==> src/rtl/mem_req_arbiter.sv <==
// mem_req_arbiter
//   Merges two memory clients onto one downstream memory port. Requests are
//   granted round-robin and pass through a single register stage toward the
//   memory server. The top opaque bit of each request is replaced by the
//   originating client id. Responses are steered back to the client named by
//   that bit. Each client may have at most p_max_outstanding requests in
//   flight. A response for a client with nothing outstanding is consumed,
//   dropped, and latches err until reset.
//
// Ports
//   clk, rst_n                  single clock, synchronous active-low reset
//   cli0_* / cli1_*             client ports (server side): req val/rdy/msg in,
//                               resp val/rdy/msg out
//   mem_*                       downstream port (client side): req val/rdy/msg
//                               out, resp val/rdy/msg in
//   err                         sticky protocol-error flag

package mem_msg_pkg;

  typedef enum logic {
    MEM_RD = 1'b0,
    MEM_WR = 1'b1
  } mem_op_e;

  // Downstream messages: 8-bit opaque, with the top bit used as the client tag.
  typedef struct packed {
    mem_op_e     op;
    logic [7:0]  opaque;
    logic [31:0] addr;
    logic [3:0]  strb;
    logic [31:0] data;
  } mem_req_8_t;

  typedef struct packed {
    mem_op_e     op;
    logic [7:0]  opaque;
    logic [31:0] addr;
    logic [3:0]  strb;
    logic [31:0] data;
  } mem_resp_8_t;

  // Client-side messages: the opaque field is one bit narrower.
  typedef struct packed {
    mem_op_e     op;
    logic [6:0]  opaque;
    logic [31:0] addr;
    logic [3:0]  strb;
    logic [31:0] data;
  } mem_req_7_t;

  typedef struct packed {
    mem_op_e     op;
    logic [6:0]  opaque;
    logic [31:0] addr;
    logic [3:0]  strb;
    logic [31:0] data;
  } mem_resp_7_t;

endpackage

module mem_req_arbiter
  import mem_msg_pkg::*;
#(
  parameter type t_req_msg      = mem_req_8_t,
  parameter type t_resp_msg     = mem_resp_8_t,
  parameter type t_cli_req_msg  = mem_req_7_t,
  parameter type t_cli_resp_msg = mem_resp_7_t,
  parameter int  p_opaq_bits       = 8,   // downstream opaque width, >= 2
  parameter int  p_max_outstanding = 4    // per-client in-flight limit, 1..15
) (
  input  logic          clk,
  input  logic          rst_n,

  input  logic          cli0_req_val,
  output logic          cli0_req_rdy,
  input  t_cli_req_msg  cli0_req_msg,
  output logic          cli0_resp_val,
  input  logic          cli0_resp_rdy,
  output t_cli_resp_msg cli0_resp_msg,

  input  logic          cli1_req_val,
  output logic          cli1_req_rdy,
  input  t_cli_req_msg  cli1_req_msg,
  output logic          cli1_resp_val,
  input  logic          cli1_resp_rdy,
  output t_cli_resp_msg cli1_resp_msg,

  output logic          mem_req_val,
  input  logic          mem_req_rdy,
  output t_req_msg      mem_req_msg,
  input  logic          mem_resp_val,
  output logic          mem_resp_rdy,
  input  t_resp_msg     mem_resp_msg,

  output logic          err
);

  localparam int              CW      = $clog2(p_max_outstanding + 1);
  localparam logic [CW-1:0]   MAX_CNT = CW'(p_max_outstanding);

  // State
  logic          buf_val;
  t_req_msg      buf_msg;
  logic          last;          // client granted most recently
  logic [CW-1:0] cnt0;
  logic [CW-1:0] cnt1;

  // Request-side combinational signals
  logic          can_accept;
  logic          elig0;
  logic          elig1;
  logic          gnt_val;
  logic          gnt_id;
  t_cli_req_msg  gnt_msg;
  t_req_msg      tag_msg;

  // Response-side combinational signals
  logic          sel;
  logic          sel_busy;
  logic          drop;
  logic          resp_hs0;
  logic          resp_hs1;
  t_cli_resp_msg cli_resp;

  function automatic logic [CW-1:0] step_cnt(input logic [CW-1:0] cur,
                                             input logic          inc,
                                             input logic          dec);
    logic [CW-1:0] nxt;
    nxt = cur;
    case ({inc, dec})
      2'b10:   nxt = cur + CW'(1);
      2'b01:   nxt = cur - CW'(1);
      default: nxt = cur;  // idle, or issue and retire cancel out
    endcase
    return nxt;
  endfunction

  // Arbitration and tagging
  always_comb begin
    // NOTE: every always_comb output gets a default first so no path leaves
    // it unassigned, which would otherwise infer a latch.
    tag_msg = '0;

    // The slot is free, or it empties this cycle, so a refill is possible.
    can_accept = !buf_val || mem_req_rdy;

    // Comparing against the registered count means a slot freed by a
    // response this cycle cannot be reused until the next cycle.
    elig0 = rst_n && cli0_req_val && (cnt0 < MAX_CNT) && can_accept;
    elig1 = rst_n && cli1_req_val && (cnt1 < MAX_CNT) && can_accept;

    gnt_val = elig0 || elig1;
    gnt_id  = (elig0 && elig1) ? ~last : elig1;

    cli0_req_rdy = gnt_val && !gnt_id;
    cli1_req_rdy = gnt_val &&  gnt_id;

    gnt_msg        = gnt_id ? cli1_req_msg : cli0_req_msg;
    tag_msg.op     = gnt_msg.op;
    tag_msg.opaque = {gnt_id, gnt_msg.opaque[p_opaq_bits-2:0]};
    tag_msg.addr   = gnt_msg.addr;
    tag_msg.strb   = gnt_msg.strb;
    tag_msg.data   = gnt_msg.data;
  end

  assign mem_req_val = buf_val;
  assign mem_req_msg = buf_msg;

  // Response steering
  always_comb begin
    cli_resp = '0;

    sel      = mem_resp_msg.opaque[p_opaq_bits-1];
    sel_busy = sel ? (cnt1 != '0) : (cnt0 != '0);

    // A response for an idle client is consumed here and never forwarded.
    drop = mem_resp_val && !sel_busy;

    cli0_resp_val = mem_resp_val && !sel && sel_busy;
    cli1_resp_val = mem_resp_val &&  sel && sel_busy;
    mem_resp_rdy  = drop || (sel ? cli1_resp_rdy : cli0_resp_rdy);

    resp_hs0 = cli0_resp_val && cli0_resp_rdy;
    resp_hs1 = cli1_resp_val && cli1_resp_rdy;

    cli_resp.op     = mem_resp_msg.op;
    cli_resp.opaque = mem_resp_msg.opaque[p_opaq_bits-2:0];
    cli_resp.addr   = mem_resp_msg.addr;
    cli_resp.strb   = mem_resp_msg.strb;
    cli_resp.data   = mem_resp_msg.data;
  end

  assign cli0_resp_msg = cli_resp;
  assign cli1_resp_msg = cli_resp;

  // Control state
  always_ff @(posedge clk) begin
    // NOTE: sequential state uses non-blocking assignments so every register
    // samples the values present before the edge, independent of order.
    if (!rst_n) begin
      buf_val <= 1'b0;
      last    <= 1'b1;   // client 0 wins the first contention
      cnt0    <= '0;
      cnt1    <= '0;
      err     <= 1'b0;
    end else begin
      if (can_accept) buf_val <= gnt_val;
      if (gnt_val)    last    <= gnt_id;
      cnt0 <= step_cnt(cnt0, cli0_req_rdy, resp_hs0);
      cnt1 <= step_cnt(cnt1, cli1_req_rdy, resp_hs1);
      if (drop) err <= 1'b1;
    end
  end

  // NOTE: the payload register has no reset; buf_val qualifies it, so
  // clearing it would only add reset fan-out to a wide datapath.
  always_ff @(posedge clk) begin
    if (gnt_val) buf_msg <= tag_msg;
  end

endmodule

==> config.mk <==
export PLATFORM = sky130hd
export DESIGN_NAME = mem_req_arbiter
export DESIGN_NICKNAME = d
export VERILOG_FILES = /design/src/rtl/mem_req_arbiter.sv
export SDC_FILE = /design/constraint.sdc
export NUM_CORES = 1
export LEC_CHECK = 0
export ABC_AREA = 1
export BUFFER_PORTS_ARGS = -buffer_cell sky130_fd_sc_hd__buf_2
export CAP_MARGIN = 20
export CORE_AREA = 3 3 181 183
export DETAILED_ROUTE_END_ITERATION = 8
export DIE_AREA = 0 0 184 186
export GPL_TIMING_DRIVEN = 0
export PLACE_DENSITY = 0.53
export SYNTH_ARGS = -nofsm -noshare
export SYNTH_HDL_FRONTEND = slang
export SYNTH_SLANG_ARGS = --single-unit
export TNS_END_PERCENT = 5
==> constraint.sdc <==
create_clock -name clk -period 10.66 [get_ports clk]
set_clock_uncertainty 0.1 [all_clocks]
set_input_delay 0.533 -clock clk [delete_from_list [all_inputs] [get_ports clk]]
set_output_delay 0.533 -clock clk [all_outputs]
set_load 0.1 [all_outputs]
# After elaboration in Yosys (flattened, before gate mapping)

Index checks and enable logic that the tools add are counted.

Register bits: 86
Output and inout bits: 236
Logic and storage cells: 54
Input port bits: 237

$add $sub $neg: 4
Reductions and logical operators: 27
Bitwise gates (word level): 1
Eq/ne operators: 4
$lt $le $gt $ge: 2
Muxes and demuxes: 6

Operator list:

| kind                | number |
|---|---|
| $mux 76             | 1 |
| $logic_and 1x1->1   | 16 |
| $pmux 3 s2          | 2 |
| $add 3x1->3 const B | 2 |
| $lt 3x3->1 const B  | 2 |
| $reduce_bool 3->1   | 2 |
| $sub 3x1->3 const B | 2 |
| $eq 2x1->1 const B  | 2 |
| $eq 2x2->1 const B  | 2 |
| $logic_not 1->1     | 4 |
| $reduce_bool 2->1   | 2 |
| $logic_or 1x1->1    | 3 |
| $mux 1              | 3 |
| $not 1->1           | 1 |

# Depth between registers and ports, before layout

Depth after elaboration: 9
Depth in mapped cells: 16
Mapped depth without buffers: 15

# Least setup slack after synthesis

No wires, ideal clock.

Kind: register to output
Start: register buf_val, in the netlist mem_req_val
End: output port cli0_req_rdy
Slack: 4.511 ns
Stages on the path, launching flop included: 6
Arrival time: 5.516 ns
Buffers on the path: 0
Data required time: 10.027 ns
Path through: dfxtp_1 -> nand2_2 -> nand2_2 -> a21oi_1 -> nand2_2 -> inv_2

Elaborated cells on any way between the ends: 9
Classes of those cells: mux (1); reduce/logical (8)

RTL lines:

| element                                     | RTL line | RTL |
|---|---|---|
| start, declared                             | 102      | `logic buf_val;` |
| start signal, assigned                      | 207      | `if (can_accept) buf_val <= gnt_val;` |
| $logic_not 1->1 (*)                         | 145      | `can_accept = !buf_val \|\| mem_req_rdy;` |
| $logic_or 1x1->1 (*)                        | 145      |  |
| $logic_and 1x1->1, on equally long branches | 149, 150 |  |
| $logic_or 1x1->1 (*)                        | 152      | `gnt_val = elig0 \|\| elig1;` |
| net gnt_val                                 | 112      | `logic gnt_val;` |
| $logic_and 1x1->1 (*)                       | 155      | `cli0_req_rdy = gnt_val && !gnt_id;` |
| end, declared                               | 75       | `output logic cli0_req_rdy,` |

The timed path passes the listed nets; every way through them passes the cells marked *.

# Worst setup path in the final report

Start: register cnt1[2]
End: output port cli0_req_rdy

Elaborated cells on any way between the ends: 8
Classes of those cells: order compare (1); mux (1); reduce/logical (6)

RTL lines:

| element                         | RTL line | RTL |
|---|---|---|
| start, declared                 | 106      | `logic [CW-1:0] cnt1;` |
| start signal, assigned          | 210      | `cnt1 <= step_cnt(cnt1, cli1_req_rdy, resp_hs1);` |
| $lt 3x3->1                      | 150      | `elig1 = rst_n && cli1_req_val && (cnt1 < MAX_CNT) && can_accept;` |
| $logic_and 1x1->1 (2 in series) | 150      |  |
| $logic_or 1x1->1                | 152      |  |
| net gnt_val                     | 112      |  |
| $logic_and 1x1->1               | 155      |  |

The timed path passes the listed nets, and every way through them passes these cells.

==> flow_summary.json <==
{
  "die_h_um": 186,
  "power.internal_mw": 0.6996,
  "ys_seq_area_frac": 0.4815,
  "core_area_sq_um": 31390,
  "synth_nets": 810,
  "hold_violations": 0,
  "final_nets": 1219,
  "status": "complete, no violations",
  "cts.clk_slew.worst_paths_ns": 0.07,
  "die_area_sq_um": 34220,
  "grt_pass1_wl_um": 29490,
  "gr-usage-all-layers": 0.1158,
  "place_inst": 1369,
  "grt_max_degree": 29,
  "total_power_mw": 1.333,
  "crit_type": "register to output pin",
  "combPwrFrac": 0.456,
  "cpMaxStageDelayCell": "a21oi_4",
  "r2r_slack_ns": 8.17,
  "cts_hold_buffers": 0,
  "ant_nets": 0,
  "drive_gt1_frac": 0.6104,
  "fillers": 3438,
  "via_per_inst": 3.666,
  "fin_crit_ns": 2.728,
  "synth_area_leaders": "edfxtp_1 (45%), buf_4 (23%), nand2_1 (12%), nand3_1 (7.7%), dfxtp_1 (3.5%)",
  "cts-root-buf": "clkbuf_16",
  "p_switching_mw": 0.6334,
  "area_delta_synth_final_pct": 55.38,
  "hp-class": "input pin to register",
  "path_max_fanout": 10,
  "antenna_found_initial": 1,
  "cts_resized": 0,
  "multi_input_area_sq_um": 1299,
  "finalCritPeriodShare": 0.2559,
  "cp-start-kind": "register",
  "p_per_area_nw_per_um2": 165.7,
  "final_util": 0.2562,
  "worstPathCellList": "inv_1, nand2_1, a21oi_4, nand2_2, inv_2, buf_2",
  "row_count": 65,
  "dp_hpwl_um": 18400,
  "drc": 0,
  "switching_share": 0.4752,
  "setup_viol": 0,
  "routabilityCongestion": 0.7596,
  "postCtsSetupBuffers": 0,
  "tightest_slew_ns": 0.5824,
  "die_w_um": 184,
  "synth-seq-cells": 86,
  "netlist_area_sq_um": 5176,
  "pwr-share-clk": 0.239,
  "final_cells": 1385,
  "overflow": 0,
  "drt_pass1_iterations": 4,
  "power_frac_seq": 0.305,
  "yosysUniqueCellTypes": 21,
  "vdd_ir_drop_max_mv": 0.07253,
  "cts_num_sinks": 86,
  "drv_slew": 0,
  "start_util": 0.1649,
  "wire_per_inst_um": 15.67,
  "leakage_nw": 4.297,
  "rsz0062_at_grt": "no",
  "synth.largest_area_cell": "edfxtp_1",
  "synthDominantCellAreaShare": 0.4467,
  "slew_headroom": 0.6109,
  "fmax_mhz": 366.5,
  "ioPinCount": 473,
  "worst_ep_required_time_ns": 10.03,
  "wirelength_um": 21700,
  "grt_pass1_vias": 5027,
  "finalSetupTns_ns": 0,
  "ctsLongestPathBuffers": 2,
  "ff_latch_area_sq_um": 2492,
  "vias": 5078,
  "n_antenna_cell": 0,
  "numCtsBuffers": 9,
  "avgSynthCellArea_sq_um": 9.097,
  "drt_iter0_drc": 166,
  "arrival_ns": 2.10,
  "slowest_delay_ns": 0.53,
  "cts_tree": "done",
  "port_buffers": 395,
  "yosys_warnings": 0,
  "maxCapViolations": 0,
  "synthCells": 569,
  "htree_levels": 3,
  "critPathCaptureType": "output pin",
  "clk-insertion-delay-late_ns": 0.35
}
[power by group through the flow]
| stage | logic (mW) | registers [mW] | clock network [mW] |
|---|---|---|---|
| 3_3_place_gp | 0.603 | 0.419 | 0 |
| 3_5_place_dp | 0.610 | 0.415 | 0 |
| 5_1_grt | 0.632 | 0.409 | 0.345 |
| 4_1_cts | 0.612 | 0.407 | 0.335 |
| 6_report | 0.607 | 0.407 | 0.319 |
| 2_1_floorplan | 0.344 | 0.576 | 0 |
[cell usage in the layout, fill, tap and decap left out]
| master | n |
|---|---|
| dfxtp_1 | 9 |
| inv_4 | 3 |
| nand4_1 | 1 |
| nand2_2 | 4 |
| buf_2 | 404 |
| clkbuf_16 | 10 |
| nand3_4 | 1 |
| nand2_4 | 1 |
| edfxtp_1 | 77 |
| clkinv_4 | 1 |
| fa_1 | 2 |
| buf_16 | 2 |
| a21oi_4 | 1 |
| o21ai_0 | 5 |
| clkbuf_1 | 2 |
| buf_12 | 1 |
| a31o_2 | 1 |
| nor2_1 | 11 |
| buf_4 | 161 |
| nor2_4 | 2 |
| inv_2 | 1 |
| inv_6 | 1 |
| ha_1 | 2 |
| clkbuf_8 | 1 |
| a21oi_1 | 5 |
| inv_1 | 20 |
| buf_6 | 5 |
| nand2_1 | 169 |
| nand3_1 | 80 |
[stage by stage]
step | setup WS, ns | area, sq um | hold WS (ns)
floorplan | 4.511 | 5176 | 0.3435
global placement | 2.075 | 7656 | 0.3335
detailed placement | 7.819 | 7742 | 0.3491
CTS | 7.806 | 8043 | 0.3033
global route | 7.751 | 8043 | 0.3117
finish | 7.932 | 8043 | 0.3261
[state kept, by name, summed over array words and instances, names as in the netlist]
register and count:
cnt1 3, mem_req_msg 77, last 1, mem_req_val 1, err 1, cnt0 3
[cell families after synthesis]
logic type / synth area share
flip-flops: 0.4815
buffers and inverters: 0.2698
adder cells (fa/ha/maj): 0.01257
AND/OR/NAND/NOR: 0.2238
AO/OA/AOI/OAI: 0.01233
[synth_stat cells (all sizes together)]
master	instances
buf	175
nand2	174
nand3	81
edfxtp	77
inv	21
nor2	13
dfxtp	9
a21oi	6
o21ai	5
clkbuf	2
fa	2
ha	2
a31o	1
nand4	1
[layer usage]
| layer | global-route usage | vias to the layer above | part of all wire |
|---|---|---|---|
| met5 | 0 | - | 0 |
| met3 | 0.03166 | 15 | 0.081 |
| li1 | - | 2519 | - |
| met1 | 0.1244 | 2280 | 0.36 |
| met4 | 0.03447 | 0 | 0.013 |
| met2 | 0.2208 | 264 | 0.54 |
[final cells by class]
cell class / count / area share
plain buffers: 177 / 0.1638
clock buffers: 11 / 0.03283
clock inverters: 5 / 0.004512
inverters: 21 / 0.009801
multi-input cells: 285 / 0.1615
flip-flops and latches: 86 / 0.3099
well taps: 402 / 0.06254
repair buffers: 398 / 0.2551
[worst paths after layout]
| kind | from | endpoint | cells past startpoint |
|---|---|---|---|
| max | cnt1[2] | cli0_req_rdy | 6 |
| min | rst_n | last | 2 |
| max reg2reg | cnt1[2] | cnt0[2] | 15 |
| min reg2reg | err | err | 2 |
[worst max-delay path, delay by kind of cell, from the launching register on]
kind	cells	cell delay (ns)
buffers and inverters	3	0.58
and+or+nand+nor	2	0.30
AOI/OAI and AO/OA	1	0.53
DFF	1	0.31
Power figures use the tool's default switching activity.
